**src/rtl/fetch_pkg.sv**
```systemverilog
// Shared types and constants for the instruction fetch unit.
package fetch_pkg;

  localparam int unsigned XLEN_DEFAULT = 32;
  localparam int unsigned PC_STEP = 4;
  localparam logic [XLEN_DEFAULT-1:0] RESET_PC_DEFAULT = 32'h0000_0000;

  typedef struct packed {
    logic [XLEN_DEFAULT-1:0] pc;
    logic [XLEN_DEFAULT-1:0] instr;
  } fetch_entry_t;

endpackage

```
**src/rtl/fetch_fifo.sv**
```systemverilog
// Circular buffer of DEPTH entries with synchronous flush, full/empty flags and count.
// A flush overrides push and pop in the same cycle.
module fetch_fifo
  import fetch_pkg::*;
#(
  parameter int unsigned DEPTH = 4,
  parameter type entry_t = fetch_entry_t
) (
  input  logic                   clk,
  input  logic                   reset,
  input  logic                   flush,
  input  logic                   push,
  input  entry_t                 push_data,
  input  logic                   pop,
  output entry_t                 head,
  output logic                   full,
  output logic                   empty,
  output logic [$clog2(DEPTH):0] count
);

  localparam int unsigned PW = $clog2(DEPTH);

  entry_t          mem_q [DEPTH];
  logic [PW-1:0]   rd_ptr_q, rd_ptr_d;
  logic [PW-1:0]   wr_ptr_q, wr_ptr_d;
  logic [PW:0]     count_q, count_d;
  logic            do_push, do_pop;

  assign empty = (count_q == '0);
  assign full  = (count_q == (PW+1)'(DEPTH));
  assign head  = mem_q[rd_ptr_q];
  assign count = count_q;

  // NOTE: every signal written here gets a default first, so no path leaves it unassigned (no latch).
  always_comb begin
    do_pop   = pop && !empty;
    do_push  = push && (!full || do_pop);
    rd_ptr_d = rd_ptr_q;
    wr_ptr_d = wr_ptr_q;
    count_d  = count_q;
    if (flush) begin
      rd_ptr_d = '0;
      wr_ptr_d = '0;
      count_d  = '0;
    end else begin
      if (do_push) wr_ptr_d = wr_ptr_q + PW'(1);
      if (do_pop)  rd_ptr_d = rd_ptr_q + PW'(1);
      case ({do_push, do_pop})
        2'b10:   count_d = count_q + (PW+1)'(1);
        2'b01:   count_d = count_q - (PW+1)'(1);
        default: count_d = count_q;
      endcase
    end
  end

  // NOTE: state flops use non-blocking assignments so every flop samples pre-edge values.
  always_ff @(posedge clk) begin
    if (reset) begin
      rd_ptr_q <= '0;
      wr_ptr_q <= '0;
      count_q  <= '0;
    end else begin
      rd_ptr_q <= rd_ptr_d;
      wr_ptr_q <= wr_ptr_d;
      count_q  <= count_d;
    end
  end

  // NOTE: storage is deliberately not reset; pointers and count define which entries are meaningful.
  always_ff @(posedge clk) begin
    if (do_push && !flush) mem_q[wr_ptr_q] <= push_data;
  end

endmodule

```
**src/rtl/fetch_unit.sv**
```systemverilog
// Instruction fetch: issues word-aligned requests, queues in-order responses, handles redirects.
// Optional macro FETCH_BYPASS_EN forwards a response straight to decode when the queue is empty.
module fetch_unit
  import fetch_pkg::*;
#(
  parameter int unsigned     XLEN     = 32,
  parameter int unsigned     DEPTH    = 4,
  parameter logic [XLEN-1:0] RESET_PC = XLEN'(RESET_PC_DEFAULT)
) (
  input  logic            clk,
  input  logic            reset,
  output logic            imem_req_valid,
  output logic [XLEN-1:0] imem_req_addr,
  input  logic            imem_req_ready,
  input  logic            imem_resp_valid,
  input  logic [XLEN-1:0] imem_resp_data,
  input  logic            redirect_valid,
  input  logic [XLEN-1:0] redirect_pc,
  output logic            out_valid,
  output logic [XLEN-1:0] out_pc,
  output logic [XLEN-1:0] out_instr,
  input  logic            out_ready
);

  localparam int unsigned CW = $clog2(DEPTH) + 1;

  typedef struct packed {
    logic [XLEN-1:0] pc;
    logic [XLEN-1:0] instr;
  } entry_t;

  logic [XLEN-1:0] pc_q, pc_d;
  logic [CW-1:0]   inflight_q, inflight_d;
  logic [CW-1:0]   drop_cnt_q, drop_cnt_d;
  logic [CW-1:0]   q_count, pend_count;
  logic [CW:0]     occ_sum;
  logic            q_full, q_empty, pend_full, pend_empty;
  entry_t          q_head, q_push_data;
  logic [XLEN-1:0] pend_head;
  logic            fire, resp_accept, bypass, q_push, q_pop;
  logic            unused_flags;

  // Space is reserved at request time: queued entries plus outstanding requests never exceed DEPTH.
  assign occ_sum        = {1'b0, q_count} + {1'b0, inflight_q};
  assign imem_req_valid = !reset && !redirect_valid && (occ_sum < (CW+1)'(DEPTH));
  assign imem_req_addr  = pc_q;
  assign fire           = imem_req_valid && imem_req_ready;

  assign resp_accept = imem_resp_valid && (drop_cnt_q == '0) && !redirect_valid;
`ifdef FETCH_BYPASS_EN
  assign bypass = !reset && resp_accept && q_empty;
`else
  assign bypass = 1'b0;
`endif

  assign q_push      = resp_accept && !(bypass && out_ready);
  assign q_pop       = !q_empty && out_ready && !redirect_valid;
  assign q_push_data = '{pc: pend_head, instr: imem_resp_data};

  assign out_valid = !reset && ((!q_empty && !redirect_valid) || bypass);
  assign out_pc    = bypass ? pend_head      : (q_empty ? '0 : q_head.pc);
  assign out_instr = bypass ? imem_resp_data : (q_empty ? '0 : q_head.instr);

  always_comb begin
    pc_d       = pc_q;
    inflight_d = inflight_q;
    drop_cnt_d = drop_cnt_q;
    if (fire)           pc_d = pc_q + XLEN'(PC_STEP);
    if (redirect_valid) pc_d = {redirect_pc[XLEN-1:2], 2'b00};
    case ({fire, imem_resp_valid})
      2'b10:   inflight_d = inflight_q + CW'(1);
      2'b01:   inflight_d = inflight_q - CW'(1);
      default: inflight_d = inflight_q;
    endcase
    // Every request still unanswered after this cycle belongs to the abandoned path.
    if (redirect_valid) begin
      drop_cnt_d = inflight_q - CW'(imem_resp_valid);
    end else if (imem_resp_valid && (drop_cnt_q != '0)) begin
      drop_cnt_d = drop_cnt_q - CW'(1);
    end
  end

  always_ff @(posedge clk) begin
    if (reset) begin
      pc_q       <= RESET_PC;
      inflight_q <= '0;
      drop_cnt_q <= '0;
    end else begin
      pc_q       <= pc_d;
      inflight_q <= inflight_d;
      drop_cnt_q <= drop_cnt_d;
    end
  end

  fetch_fifo #(
    .DEPTH   (DEPTH),
    .entry_t (entry_t)
  ) u_queue (
    .clk       (clk),
    .reset     (reset),
    .flush     (redirect_valid),
    .push      (q_push),
    .push_data (q_push_data),
    .pop       (q_pop),
    .head      (q_head),
    .full      (q_full),
    .empty     (q_empty),
    .count     (q_count)
  );

  // Request addresses waiting for their response, in issue order.
  fetch_fifo #(
    .DEPTH   (DEPTH),
    .entry_t (logic [XLEN-1:0])
  ) u_pending (
    .clk       (clk),
    .reset     (reset),
    .flush     (redirect_valid),
    .push      (fire),
    .push_data (pc_q),
    .pop       (resp_accept),
    .head      (pend_head),
    .full      (pend_full),
    .empty     (pend_empty),
    .count     (pend_count)
  );

  assign unused_flags = ^{q_full, pend_full, pend_empty, pend_count, redirect_pc[1:0]};

endmodule

```
**config.mk**
```make
export PLATFORM = sky130hd
export DESIGN_NAME = fetch_unit
export DESIGN_NICKNAME = d
export VERILOG_FILES = /design/src/rtl/fetch_pkg.sv /design/src/rtl/fetch_fifo.sv /design/src/rtl/fetch_unit.sv
export SDC_FILE = /design/constraint.sdc
export NUM_CORES = 1
export LEC_CHECK = 0
export ABC_AREA = 1
export ABC_CLOCK_PERIOD_IN_PS = 5700
export CELL_PAD_IN_SITES_DETAIL_PLACEMENT = 1
export CELL_PAD_IN_SITES_GLOBAL_PLACEMENT = 1
export CORE_UTILIZATION = 40
export CTS_CLUSTER_DIAMETER = 40
export DETAILED_ROUTE_END_ITERATION = 10
export GPL_TIMING_DRIVEN = 1
export PLACE_DENSITY_LB_ADDON = 0.12
export SLEW_MARGIN = 20
export SYNTH_ARGS = -nofsm -noshare
export SYNTH_HDL_FRONTEND = slang
export SYNTH_HIERARCHICAL = 1
export SYNTH_SLANG_ARGS = --single-unit
```
**constraint.sdc**
```tcl
create_clock -name clk -period 5.7 [get_ports clk]
set_clock_uncertainty 0.1 [all_clocks]
set_input_delay 0.57 -clock clk [delete_from_list [all_inputs] [get_ports clk]]
set_output_delay 0.57 -clock clk [all_outputs]
set_load 0.05 [all_outputs]
```
# After elaboration in Yosys (flattened, before gate mapping)
# Memory sizes are Yosys's and may differ from the RTL's. A register that Yosys moved wholly into a read port is not among the register bits.
# Index checks and enable logic that the tools add are counted.
[totals] memories=2 register_bits=52 mem_bits_rw=384 out_inout_bits=98
[op_classes] n_lt_le_gt_ge=1 n_reduce_logical=34 n_mux=17 n_eq_ne=8 addsub=14
[memory_table] memory="u_queue.mem_q" words=4 width=64 read_ports=1 rd_ports_with_merged_regs=1 write_ports=1 line="fetch_fifo.sv:23" source="entry_t mem_q [DEPTH];"
[memory_table] memory="u_pending.mem_q" words=4 width=32 read_ports=1 rd_ports_with_merged_regs=1 write_ports=1 line="fetch_fifo.sv:23"
[ops] cell="32-bit two-way mux" n=4
[ops] cell="32-bit by 3-bit adder with 32-bit output, second input constant" n=1
[ops] cell="3-bit case mux with 2 select lines" n=3
[ops] cell="1-bit logical AND" n=16
[ops] cell="3-bit by 1-bit subtractor with 3-bit output, second input constant" n=4
[ops] cell="2-bit nonzero test" n=5
[ops] cell="3-bit by 1-bit adder with 3-bit output, second input constant" n=3
[ops] cell="3-bit logical NOT" n=3
[ops] cell="2-bit by 1-bit adder with 2-bit output, second input constant" n=4
[ops] cell="2-bit two-way mux" n=4
[ops] cell="2-bit by 1-bit == test with 1-bit output, second input constant" n=3
[ops] cell="2-bit == test, second input constant" n=3
[ops] cell="3-bit == test, second input constant" n=2
[ops] cell="1-bit logical NOT" n=6
[ops] cell="3-bit two-way mux" n=2
[ops] cell="3-bit by 3-bit adder with 4-bit output" n=1
[ops] cell="4-bit by 3-bit < comparator with 1-bit output, second input constant" n=1
[ops] cell="1-bit two-way mux" n=4
[ops] cell="3-bit nonzero test" n=1
[ops] cell="3-bit by 1-bit subtractor with 3-bit output" n=1
[ops] cell="1-bit logical OR" n=2
[ops] cell="2-bit OR reduction" n=1

# Logic depth before layout (Yosys ltp)
[depth] depth_word=10 depth_mapped=13 ltp_nobuf=12

# By module
# Netlist, hierarchy kept.
[modules_own_cells] mod="fetch_fifo (u_queue)" cells_per_inst=687 seq_area_each_um2=7867.5 n_inst=1 area_per_inst_um2=9980.8
[modules_own_cells] mod="fetch_fifo (u_pending)" cells_per_inst=377 seq_area_each_um2=4023.9 n_inst=1 area_per_inst_um2=5202.5
[modules_own_cells] mod="fetch_unit" cells_per_inst=594 seq_area_each_um2=720.7 n_inst=1 area_per_inst_um2=3269.4

# Worst setup path after synthesis
# OpenSTA, ideal clock, no wires.
[synth_timing] kind="input to register" start="input port redirect_valid" end="memory u_queue/mem_q[0][0] (netlist bit) (enable)" setup_ns=0.486 path_stages=8 arrival_ns=4.557 path_slack_ns=0.557 n_path_buf=2 t_required_ns=5.114 path_cell_list="buf_6 > inv_6 > clkbuf_1 > nand2_1 > nor2_1 > nand2_2 > or2_4 > nor2_1"
[synth_between] elab_cells_between_ends=9
[synth_lines] item="from (decl)" line="fetch_unit.sv:17" source="input logic redirect_valid,"
[synth_lines] item="1-bit logical NOT" line="fetch_unit.sv:49" source="assign resp_accept = imem_resp_valid && (drop_cnt_q == '0) && !redirect_valid;"
[synth_lines] item="1-bit logical AND" line="fetch_unit.sv:49"
[synth_lines] item="named net q_push" line="fetch_unit.sv:40" source="logic fire, resp_accept, bypass, q_push, q_pop;"
[synth_lines] item="1-bit logical AND" line="fetch_fifo.sv:37" source="do_push = push && (!full || do_pop);"
[synth_lines] item="1-bit logical AND" line="fetch_fifo.sv:71" source="if (do_push && !flush) mem_q[wr_ptr_q] <= push_data;"
[synth_lines] item="1-bit two-way mux" line="fetch_fifo.sv:71"
[synth_lines] item="1-bit two-way mux (not written as such)" line="fetch_fifo.sv:71"
[synth_lines] item="to (decl)" line="fetch_fifo.sv:23"
# The timed path passes the listed nets, and every way through them passes these cells.

==> flow_summary_export.csv <==
group,metric,value,unit
floorplan,die_y,217,um
setup_path,reg2regPathDepth,10,
finish,fin_nets,1926,
job,max_cap_viol_count,0,
power,power_frac_seq,0.447,
route,finalWirelength,46200,um
hold_path,hold_depth,2,
setup_path,critPathMaxFanout,89,
route,ant_nets,0,
clock_network,h-tree-depth,3,
clock_network,cts_buffer_depth,3,
clock_network,cts_setup_buffers,0,
sta,setup_tns,0,ns
setup_path,crit_required,5.03,ns
power,pwr_density_cell,351,nW/um2
grt,grt_usage,0.201,
finish,n_fill_cell,4854,
grt,antenna_found_initial,0,
finish,area_growth,23.9,%
sta,max_slew_margin,0.328,
placed_design,numPortBuffers,163,
placed_design,place.gp.congestion,0.732,
setup_path,cp-end-kind,"output pin",
floorplan,start_util,0.406,
sta,min_period,4.47,ns
power,power.total,8.02,mW
run_status,outcome,"complete, no violations",
setup_path,worst_setup_path_start_kind,"flop",
sta,finalSetupViolCount,0,
route,dr.first_iter.drc_count,574,
grt,grt_pass1_vias,13200,
grt,grt.met3_usage,0.0375,
route,drtPass1Iterations,4,
route,vias,12600,
finish,drive_gt1_frac,0.0985,
power,comb_power_share,0.055,
route,viasPerCell,5.06,
sta,tightestPinTransition,1.01,ns
clock_network,cts_resized,0,
synthesis,synth_warnings,6,
route,drc,0,
clock_network,cts_tree,"built",
setup_path,crit_type,"flop to output pin",
sta,rsz0062_at_grt,"no",
clock_network,cts_root_buffer,"clkbuf_16",
power,power_switching,1.83,mW
synthesis,avgSynthCellArea,11.1,um2
grt,global_route.usage.met2,0.343,
floorplan,die_area,47000,um2
power,ir_drop,0.185,mV
floorplan,rows,78,
synthesis,synthCells,1657,
finish,final_common_cell,"edfxtp_1",
clock_network,clk_latency,0.57,ns
hold_path,min_from,"u_queue/rd_ptr_q[1]",
setup_path,worstReg2RegEnd,"u_queue/mem_q[0][27]",
sta,post-route-period-util,0.784,
grt,grt_pass1_wl,72700,um
finish,fin_area,22900,um2
grt,use_met1,0.257,
sta,timing.fmax,224,MHz
route,wl_per_cell,18.6,um
finish,final_cell_mix,"384 x edfxtp_1, 319 x nor2_1, 162 x clkdlybuf4s50_1",
clock_network,numCtsBuffers,68,
floorplan,die_width,217,um
setup_path,cp.arrival,3.80,ns
floorplan,coreArea,45500,um2
clock_network,ctsHoldBuffers,0,
synthesis,synth_area,18400,um2
floorplan,pin_count,168,
grt,gr-total-overflow,0,
placed_design,dpl_cell_area,20600,um2
power,clkPwrFrac,0.499,
grt,grt_max_degree,90,
sta,hold_viol_final,0,
setup_path,reg2reg_slack,2.62,ns
setup_path,r2r-start,"u_queue/count[1]",
power,p_sw_frac,0.229,
hold_path,hold_path_class,"flop to flop",
power,p_leak,8.08,nW
clock_network,clk_pin_slew_worst_paths,0.05,ns
sta,maxSlewViolCount,0,
grt,top_usage_layer,"met2",
placed_design,hpwlAfterDp,27200,um
power,internal_power,6.19,mW
clock_network,clock_sinks,438,
[power groups by stage]
stage	clock network, mW	logic, mW	registers (mW)
after floorplan	0	0.226	3.67
after global placement	0	0.435	3.64
after detailed placement	0	0.445	3.65
after CTS	4.08	0.447	3.58
after global routing	4.21	0.480	3.59
final	4.00	0.440	3.58
[how the worst max path moves through the flow]
stage / from / to / slack (ns) / cells after the start
after floorplan: redirect_valid / u_queue/mem_q[0][0] / 0.56 / 8
after global routing: flop / out_instr[0] / 0.95 / 7
after global placement: flop / out_instr[16] / 1.82 / 7
after detailed placement: flop / out_instr[16] / 1.76 / 7
after CTS: flop / out_instr[0] / 1.15 / 7
final: flop / out_instr[16] / 1.23 / 7
[final cells by class]
| type | count | area [um2] | area share |
|---|---|---|---|
| antenna | 1 | 2.50 | 0.000109 |
| clock inverter | 43 | 435 | 0.0190 |
| sequential | 438 | 12600 | 0.552 |
| inverter | 159 | 606 | 0.0265 |
| clock buffer | 78 | 1780 | 0.0780 |
| timing repair buffer | 184 | 1840 | 0.0806 |
| tap | 600 | 751 | 0.0328 |
| multi-input combinational | 986 | 4820 | 0.211 |
[sequential cells by signal (all words and copies together), names as in the netlist, named ones only]
| name | flops |
|---|---|
| drop_cnt_q | 3 |
| u_queue/count | 3 |
| u_pending/wr_ptr_q | 2 |
| u_pending/mem_q | 128 |
| inflight_q | 3 |
| u_pending/rd_ptr_q | 2 |
| u_queue/wr_ptr_q | 2 |
| u_queue/mem_q | 256 |
| u_queue/rd_ptr_q | 2 |
| u_pending/count | 3 |
| imem_req_addr | 30 |
[per-stage QoR]
| step | hold slack (ns) | setup WS, ns | cells | utilization |
|---|---|---|---|---|
| 3_5_place_dp | 0.357 | 1.76 | 2366 | 0.453 |
| 6_report | 0.364 | 1.23 | 2489 | 0.503 |
| 4_1_cts | 0.367 | 1.15 | 2487 | 0.502 |
| 5_1_grt | 0.390 | 0.948 | 2488 | 0.503 |
| 3_3_place_gp | 0.352 | 1.82 | 2366 | 0.453 |
| 2_1_floorplan | 0.336 | 0.557 | 1666 | - |
[critical path: stages, from the launching register on]
cell	delay, ns
dfxtp_4	0.52
inv_4	0.76
buf_4	0.56
nor2_1	0.08
o22ai_1	0.18
inv_1	0.06
nor2_1	0.14
clkdlybuf4s50_1	0.82
[metal layers]
layer | vias to the layer above | wire length, um | part of all wire
met5 | - | 0 | 0
met4 | 0 | 1010 | 0.022
met2 | 227 | 22700 | 0.49
met3 | 75 | 1730 | 0.037
met1 | 6163 | 20800 | 0.45
li1 | 6117 | - | -
Note: power is estimated with default switching activity, not from simulation.
